## src/rtl/shift_fifo.sv

```systemverilog
// Show-ahead FIFO that absorbs the unstallable output of a delay line and raises almost-full early.
// Define SHIFT_FIFO_STATUS_EN to build the level and sticky overflow status ports.
module shift_fifo #(
  parameter int WIDTH = 8,
  parameter int DEPTH = 8,
  parameter int SLACK = 4
) (
  input  logic                       clk,
  input  logic                       rst,
  input  logic                       in_valid,
  input  logic [WIDTH-1:0]           in_data,
  output logic                       in_afull,
  output logic                       out_valid,
  input  logic                       out_ready,
  output logic [WIDTH-1:0]           out_data
`ifdef SHIFT_FIFO_STATUS_EN
  ,
  output logic [$clog2(DEPTH+1)-1:0] level,
  output logic                       overflow
`endif
);

  localparam int AW = $clog2(DEPTH);
  localparam int CW = $clog2(DEPTH+1);
  localparam logic [CW-1:0] CntFull  = CW'(DEPTH);
  localparam logic [CW-1:0] AfullLvl = CW'(DEPTH - SLACK);

  logic [WIDTH-1:0] r_mem [DEPTH];
  logic [AW-1:0]    r_wrPtr;
  logic [AW-1:0]    r_rdPtr;
  logic [CW-1:0]    r_cnt;
  logic             r_afull;

  logic             w_pop;
  logic             w_push;
  logic [CW-1:0]    w_cntNext;

  assign out_valid = (r_cnt != '0);
  assign w_pop     = out_valid & out_ready;
  // A pop in the same cycle frees a slot, so a full FIFO still accepts the incoming word.
  assign w_push    = in_valid & ((r_cnt < CntFull) | w_pop);
  assign out_data  = r_mem[r_rdPtr];
  assign in_afull  = r_afull;

  always_comb begin
    w_cntNext = r_cnt;
    if (w_push && !w_pop) begin
      w_cntNext = r_cnt + CW'(1);
    end else if (!w_push && w_pop) begin
      w_cntNext = r_cnt - CW'(1);
    end
  end

  always_ff @(posedge clk) begin
    if (w_push) begin
      r_mem[r_wrPtr] <= in_data;
    end
  end

  // Almost-full is registered from the next count so it tracks the occupancy seen after the edge.
  always_ff @(posedge clk) begin
    if (rst) begin
      r_wrPtr <= '0;
      r_rdPtr <= '0;
      r_cnt   <= '0;
      r_afull <= 1'b0;
    end else begin
      if (w_push) begin
        r_wrPtr <= r_wrPtr + AW'(1);
      end
      if (w_pop) begin
        r_rdPtr <= r_rdPtr + AW'(1);
      end
      r_cnt   <= w_cntNext;
      r_afull <= (w_cntNext >= AfullLvl);
    end
  end

`ifdef SHIFT_FIFO_STATUS_EN
  logic w_drop;
  logic r_overflow;

  assign w_drop   = in_valid & ~w_push;
  assign level    = r_cnt;
  assign overflow = r_overflow;

  always_ff @(posedge clk) begin
    if (rst) begin
      r_overflow <= 1'b0;
    end else if (w_drop) begin
      r_overflow <= 1'b1;
    end
  end
`endif

endmodule

```

## config.mk

```make
export PLATFORM = sky130hd
export DESIGN_NAME = shift_fifo
export DESIGN_NICKNAME = d
export VERILOG_FILES = /design/src/rtl/shift_fifo.sv
export SDC_FILE = /design/constraint.sdc
export NUM_CORES = 1
export LEC_CHECK = 0
export CAP_MARGIN = 20
export CORE_MARGIN = 1
export CORE_UTILIZATION = 41
export CTS_CLUSTER_DIAMETER = 40
export DETAILED_ROUTE_END_ITERATION = 8
export PLACE_DENSITY = 0.73
export SKIP_LAST_GASP = 1
export SYNTH_ARGS = -nofsm -noshare
export SYNTH_HDL_FRONTEND = slang
export SYNTH_SLANG_ARGS = --single-unit
```

## constraint.sdc

```tcl
create_clock -name clk -period 2.25 [get_ports clk]
set_input_delay 0.675 -clock clk [delete_from_list [all_inputs] [get_ports clk]]
set_output_delay 0.675 -clock clk [all_outputs]
set_load 0.05 [all_outputs]
```

Yosys cells after proc, flatten, opt, wreduce, memory -nomap -nowiden. Memories as Yosys holds them, arrays and structs flattened. A register that Yosys moved wholly into a read port is not among the register bits. Index checks and enable logic that the tools add are counted.

Multiplexer cells: 6. $add $sub $neg: 4. Bitwise logic cells: 3. Reductions and logical operators: 5. $lt $le $gt $ge: 2.

Operator list (number): $mux W4 (2); $add A3 B1 Y3 const B (2); $mux W3 (2); $add A4 B1 Y4 const B (1); $ge A4 B3 Y1 const B (1); $lt A4 B4 Y1 const B (1); $reduce_bool A4 Y1 (1); $sub A4 B1 Y4 const B (1); $and A1 B1 Y1 (2); $logic_and A1 B1 Y1 (2); $logic_not A1 Y1 (2); $mux W1 (2); $or A1 B1 Y1 (1).

Logic and storage cells: 25. Memory bits (writable): 64. Bits in registers: 11. Memories: 1.

Memories: r_mem (words 8, bits a word 8, rd ports 1, clocked after memory_dff 1, write ports 1, RTL line 28) `logic [WIDTH-1:0] r_mem [DEPTH];`.

Longest topological paths before layout. Gate-level depths: netlist of run 1.

Word-level depth: 9. Gate-level depth with buffers: 10.

Worst setup path before layout of run 1. OpenSTA, ideal clock, no wires.

Path kind: reg-to-reg. Start point: register r_cnt[0]. End point: register r_afull (netlist: in_afull). Path buffers: 0. Data required time: 2.126 ns. Data arrival time: 2.143 ns. Stages on the path, launching flop included: 10. Path slack: -0.017 ns. Setup time: 0.124 ns. Cells stage by stage: dfxtp_1 inv_1 ha_1 or3b_2 nand2_1 ha_1 nand2b_1 o41ai_1 xnor2_1 a21oi_1.

Longest elaborated chain between the ends: 9. Elaborated cells on any way between the ends: 14. Those cells by class: add/sub (2); order compare (2); mux (2); bitwise (3); reduce/logical (5).

Ends and longest elaborated chain: start, declared (RTL line 31) `logic [CW-1:0] r_cnt;`; start signal, assigned (RTL line 74) `r_cnt <= w_cntNext;`; $reduce_bool A4 Y1 (*) (RTL line 38) `assign out_valid = (r_cnt != '0);`; via out_valid (RTL line 13) `output logic out_valid,`; $and A1 B1 Y1 (*) (RTL line 39) `assign w_pop = out_valid & out_ready;`; $or A1 B1 Y1 (RTL line 41) `assign w_push = in_valid & ((r_cnt < CntFull) | w_pop);`; $and A1 B1 Y1 (RTL line 41); $logic_not A1 Y1 (RTL line 49) `end else if (!w_push && w_pop) begin`; $logic_and A1 B1 Y1 (RTL line 49); $mux W4 (RTL line 49); $mux W4 (*) (RTL line 47) `if (w_push && !w_pop) begin`; $ge A4 B3 Y1 (*) (RTL line 75) `r_afull <= (w_cntNext >= AfullLvl);`; end signal, assigned (RTL line 75); end, declared (RTL line 32) `logic r_afull;`.

The timed path passes the listed nets; every way through them passes the cells marked *. A chain may end at the register's enable or synchronous reset.

==> impl_results.html, run 1 <==
<table>
<tr><th>Metric</th><th>Value</th></tr>
<tr><th colspan="2">STA</th></tr>
<tr><td>Max Freq</td><td>0.400 GHz</td></tr>
<tr><td>Setup repair after global routing missed its margin</td><td>true</td></tr>
<tr><td>Worst hold slack</td><td>0.496 ns</td></tr>
<tr><td>Hold Vio Cnt, Final</td><td>0</td></tr>
<tr><td>Final worst path period share</td><td>1.11</td></tr>
<tr><td>Post-layout worst setup margin</td><td>-0.252 ns</td></tr>
<tr><td>Final setup violating endpoints</td><td>8</td></tr>
<tr><td>Worst relative slew slack</td><td>0.609</td></tr>
<tr><td>Minimum period implied by the final worst setup slack</td><td>2.50 ns</td></tr>
<tr><td>Final Max Tran Viols</td><td>0</td></tr>
<tr><td>Post-route clock skew</td><td>0.0112 ns</td></tr>
<tr><td>Worst-Margin Slew</td><td>0.586 ns</td></tr>
<tr><td>Final sum of negative setup slack</td><td>-1.96 ns</td></tr>
<tr><th colspan="2">Pwr</th></tr>
<tr><td>Clock network fraction of total power</td><td>0.254</td></tr>
<tr><td>Internal power contribution</td><td>2.84 mW</td></tr>
<tr><td>Total power</td><td>4.06 mW</td></tr>
<tr><td>Switching part of the total</td><td>0.300</td></tr>
<tr><td>Net switching component of the power</td><td>1.22 mW</td></tr>
<tr><td>Power per Cell Area</td><td>1060 nW/um^2</td></tr>
<tr><td>Part of the power in combinational logic</td><td>0.316</td></tr>
<tr><td>Static power due to leakage</td><td>1.31 nW</td></tr>
<tr><td>Maximum vdd ir drop</td><td>0.808 mV</td></tr>
<tr><td>Sequential Power Share</td><td>0.430</td></tr>
<tr><th colspan="2">Yosys</th></tr>
<tr><td>Sequential element share of the synthesized area</td><td>0.707</td></tr>
<tr><td>Total of flip-flops plus latches after synthesis</td><td>78</td></tr>
<tr><td>Average footprint of a synthesized cell</td><td>18.6 um^2</td></tr>
<tr><td>Syn Inst Count</td><td>168</td></tr>
<tr><td>Post-synth net total</td><td>186</td></tr>
<tr><td>Synthesized area</td><td>3120 um^2</td></tr>
<tr><td>Number of library cell types mapped by synthesis</td><td>28</td></tr>
<tr><td>Synth warnings</td><td>0</td></tr>
<tr><th colspan="2">Global route</th></tr>
<tr><td>Global-route wire length before repair</td><td>8310 um</td></tr>
<tr><td>Antenna violations before repair</td><td>0</td></tr>
<tr><td>Maximum number of pins on one net before global-route repair</td><td>17</td></tr>
<tr><td>GR Overflow Total</td><td>0</td></tr>
<tr><td>Number of global-route vias before repair</td><td>1584</td></tr>
<tr><td>Aggregate global-route resource usage</td><td>0.149</td></tr>
<tr><th colspan="2">Run status</th></tr>
<tr><td>Violated checks</td><td>setup timing</td></tr>
<tr><td>Run status</td><td>finished with violations</td></tr>
<tr><th colspan="2">Drt</th></tr>
<tr><td>Via density per instance</td><td>5.02</td></tr>
<tr><td>Detailed-route wire length per cell</td><td>17.0 um</td></tr>
<tr><td>Count of vias placed by the detailed router</td><td>1586</td></tr>
<tr><td>Number of detailed-routing iterations run before antenna repair</td><td>4</td></tr>
<tr><td>Iter 0 DRT Violations</td><td>105</td></tr>
<tr><td>DRC</td><td>0</td></tr>
<tr><td>DRT antenna net count</td><td>0</td></tr>
<tr><td>Post-detailed-routing wire length</td><td>5370 um</td></tr>
<tr><th colspan="2">Worst setup path</th></tr>
<tr><td>Logic depth of the worst register-to-register path</td><td>10</td></tr>
<tr><td>CP max FO</td><td>8</td></tr>
<tr><td>Critical path start-end classification</td><td>flip-flop to primary output</td></tr>
<tr><td>Slack of the worst reg-to-reg path</td><td>0.22 ns</td></tr>
<tr><td>Endpoint of the lowest-slack register-to-register path</td><td>in_afull</td></tr>
<tr><td>Critical Path RT</td><td>1.57 ns</td></tr>
<tr><td>Critical Path End Type</td><td>primary output</td></tr>
<tr><td>Signal arrival time at the worst endpoint</td><td>1.83 ns</td></tr>
<tr><td>Startpoint kind of the worst setup timing path</td><td>flip-flop</td></tr>
<tr><th colspan="2">Floorplan</th></tr>
<tr><td>Number of standard-cell rows in the floorplan</td><td>31</td></tr>
<tr><td>I/O pin cnt</td><td>22</td></tr>
<tr><td>Initial Utilization</td><td>0.427</td></tr>
<tr><td>Die extent in x</td><td>89.2 um</td></tr>
<tr><td>Overall die height</td><td>89.2 um</td></tr>
<tr><td>Die ar.</td><td>7950 um^2</td></tr>
<tr><td>Core Box Area</td><td>7290 um^2</td></tr>
<tr><th colspan="2">Clock network</th></tr>
<tr><td>CTS sink cnt</td><td>78</td></tr>
<tr><td>Cts bufs inserted</td><td>9</td></tr>
<tr><td>Number of H-tree levels</td><td>3</td></tr>
<tr><td>Clock-pin slew on the worst setup and hold paths</td><td>0.08 ns</td></tr>
<tr><td>Number of buffers inserted for hold repair after clock tree synthesis</td><td>0</td></tr>
<tr><td>Clock Tree Root</td><td>sky130_fd_sc_hd__clkbuf_8</td></tr>
<tr><td>TritonCTS clock tree</td><td>built</td></tr>
<tr><td>Clock Path Buffers</td><td>2</td></tr>
<tr><td>Worst skew pair latency</td><td>0.35 ns</td></tr>
<tr><th colspan="2">Hold path</th></tr>
<tr><td>Hold/Removal Path Class</td><td>flip-flop to flip-flop</td></tr>
<tr><td>Hold path startpoint</td><td>r_rdPtr[1]</td></tr>
<tr><td>Worst Hold Depth</td><td>2</td></tr>
<tr><th colspan="2">Placement</th></tr>
<tr><td>Buffers added on ports</td><td>21</td></tr>
<tr><td>Dpl hpwl</td><td>3070 um</td></tr>
<tr><td>Worst-case setup slack after placement</td><td>-0.216 ns</td></tr>
<tr><td>Last weighted congestion value of the routability-driven placer</td><td>0.681</td></tr>
<tr><td>Placed cells</td><td>298</td></tr>
<tr><th colspan="2">Flow run</th></tr>
<tr><td>Maximum Capacitance Violations</td><td>0</td></tr>
<tr><th colspan="2">Layout</th></tr>
<tr><td>Antenna cells</td><td>0</td></tr>
<tr><td>Layout Cells excl Fill</td><td>316</td></tr>
<tr><td>Nets</td><td>230</td></tr>
<tr><td>Area Overhead vs Synth</td><td>22.7%</td></tr>
<tr><td>Share of cells above drive strength 1</td><td>0.336</td></tr>
<tr><td>Leading cell type in the layout, fill and taps excluded</td><td>sky130_fd_sc_hd__edfxtp_1</td></tr>
<tr><td>Commonest cells after routing, fill and taps aside</td><td>sky130_fd_sc_hd__edfxtp_1 (64), sky130_fd_sc_hd__mux4_2 (16), sky130_fd_sc_hd__buf_4 (15)</td></tr>
</table>
==> cells by family (layout without fill, tap and decap cells) <==
family                     count (synthesis)  in the layout  synth area share
DFF                                       78             78             0.707
and+or+nand+nor                           33             33            0.0478
muxes                                     24             24             0.163
buffers and inverters                     11             60            0.0213
AOI/OAI and AO/OA                          9              9            0.0181
xor gates and xnor gates                   7              7            0.0197
adders and majority gates                  6              6            0.0241
==> registers in the layout, summed over array words and instances (netlist names), named ones only <==
name and count:
in_afull 1, r_wrPtr 3, r_cnt 3, r_mem 64
r_rdPtr 3
==> what timing repair did <==
action / 4_1_cts / 5_1_grt
resized for setup: 42 / 6
endpoints found under the setup margin: 8 / 11
cloned: 1 / 0
setup buffers: 0 / 1
endpoints found under the hold margin: 0 / 0
==> worst max-delay path, cell delays in order, from the launching register on <==
cell and delay [ns]:
sky130_fd_sc_hd__dfxtp_4 0.40, sky130_fd_sc_hd__buf_12 0.15, sky130_fd_sc_hd__mux4_2 0.49, sky130_fd_sc_hd__mux2_4 0.30, sky130_fd_sc_hd__buf_8 0.15
==> synth_stat cells <==
cell / n / area [um^2]
sky130_fd_sc_hd__edfxtp_1: 64 / 1920
sky130_fd_sc_hd__mux4_1: 15 / 394
sky130_fd_sc_hd__dfxtp_1: 14 / 280
sky130_fd_sc_hd__nor2_1: 13 / 48.8
sky130_fd_sc_hd__mux2_2: 8 / 90.1
sky130_fd_sc_hd__nand2_1: 8 / 30.0
sky130_fd_sc_hd__ha_1: 6 / 75.1
sky130_fd_sc_hd__inv_1: 5 / 18.8
sky130_fd_sc_hd__nor3_1: 4 / 20.0
sky130_fd_sc_hd__xnor2_1: 4 / 35.0
sky130_fd_sc_hd__a21oi_1: 3 / 15.0
sky130_fd_sc_hd__nand2b_1: 3 / 18.8
sky130_fd_sc_hd__xor2_1: 3 / 26.3
sky130_fd_sc_hd__a211oi_1: 2 / 15.0
sky130_fd_sc_hd__clkbuf_1: 2 / 7.51
sky130_fd_sc_hd__nand3_1: 2 / 10.0
sky130_fd_sc_hd__buf_1: 1 / 3.75
sky130_fd_sc_hd__buf_12: 1 / 20.0
sky130_fd_sc_hd__buf_2: 1 / 5.00
sky130_fd_sc_hd__buf_6: 1 / 11.3
sky130_fd_sc_hd__mux4_2: 1 / 22.5
sky130_fd_sc_hd__nand4_1: 1 / 6.26
sky130_fd_sc_hd__nor4_1: 1 / 6.26
sky130_fd_sc_hd__o211ai_1: 1 / 7.51
sky130_fd_sc_hd__o21ai_0: 1 / 5.00
sky130_fd_sc_hd__o21ai_1: 1 / 5.00
sky130_fd_sc_hd__o41ai_1: 1 / 8.76
sky130_fd_sc_hd__or3b_2: 1 / 8.76
==> worst max path at each step <==
stage / startpoint / depth (start not counted) / slack [ns] / endpoint
after global routing: flip-flop / 4 / -0.30 / out_data[2]
after floorplan: out_ready / 7 / 0.05 / in_afull
after detailed placement: out_ready / 8 / -0.22 / in_afull
after global placement: out_ready / 8 / -0.18 / in_afull
final: flip-flop / 4 / -0.25 / out_data[2]
after CTS: flip-flop / 4 / -0.29 / out_data[2]
==> power groups by stage <==
stage | clock (mW) | sequential, mW | combinational [mW]
after detailed placement | 0 | 1.75 | 1.08
after global routing | 1.11 | 1.76 | 1.37
after floorplan | 0 | 1.77 | 0.914
final | 1.03 | 1.74 | 1.28
after CTS | 1.05 | 1.73 | 1.25
after global placement | 0 | 1.75 | 1.08
==> routing by layer <==
| metal | vias up | GRT usage | routed length (um) |
|---|---|---|---|
| met1 | 800 | 0.204 | 2520 |
| met2 | 35 | 0.230 | 2590 |
| met5 | - | 0 | 0 |
| li1 | 744 | - | - |
| met4 | 0 | 0.0563 | 72 |
| met3 | 7 | 0.0388 | 185 |
==> stage by stage <==
stage | instance area, um^2 | util
2_1_floorplan | 3120 | -
3_3_place_gp | 3540 | 0.486
3_5_place_dp | 3540 | 0.486
4_1_cts | 3800 | 0.522
5_1_grt | 3820 | 0.524
6_report | 3820 | 0.524
==> area by class of cell <==
type / instances / area (um^2)
repair buffers: 39 / 440
inverters: 5 / 18.8
fillers: 631 / 3470
well taps: 99 / 124
clock buffers: 10 / 128
flip-flops and latches: 78 / 2210
clock inverters: 6 / 70.1
multi-input cells: 79 / 835
Power figures use the tool's default switching activity.
==> run 2: changes to the inputs <==
--- a/config.mk
+++ b/config.mk
@@ -5,7 +5,7 @@
 export SDC_FILE = /design/constraint.sdc
 export NUM_CORES = 1
 export LEC_CHECK = 0
-export CAP_MARGIN = 20
+export CAP_MARGIN = 15
 export CORE_MARGIN = 1
 export CORE_UTILIZATION = 41
 export CTS_CLUSTER_DIAMETER = 40
==> results of run 2 <==
Final layout, timing and power as in run 1 (identical DEF).
==> run 3: changes to the inputs <==
--- a/config.mk
+++ b/config.mk
@@ -9,6 +9,7 @@
 export CORE_MARGIN = 1
 export CORE_UTILIZATION = 41
 export CTS_CLUSTER_DIAMETER = 40
+export CTS_CLUSTER_SIZE = 20
 export DETAILED_ROUTE_END_ITERATION = 8
 export PLACE_DENSITY = 0.73
 export SKIP_LAST_GASP = 1
==> results of run 3 <==
Final layout, timing and power as in run 1 (identical DEF).
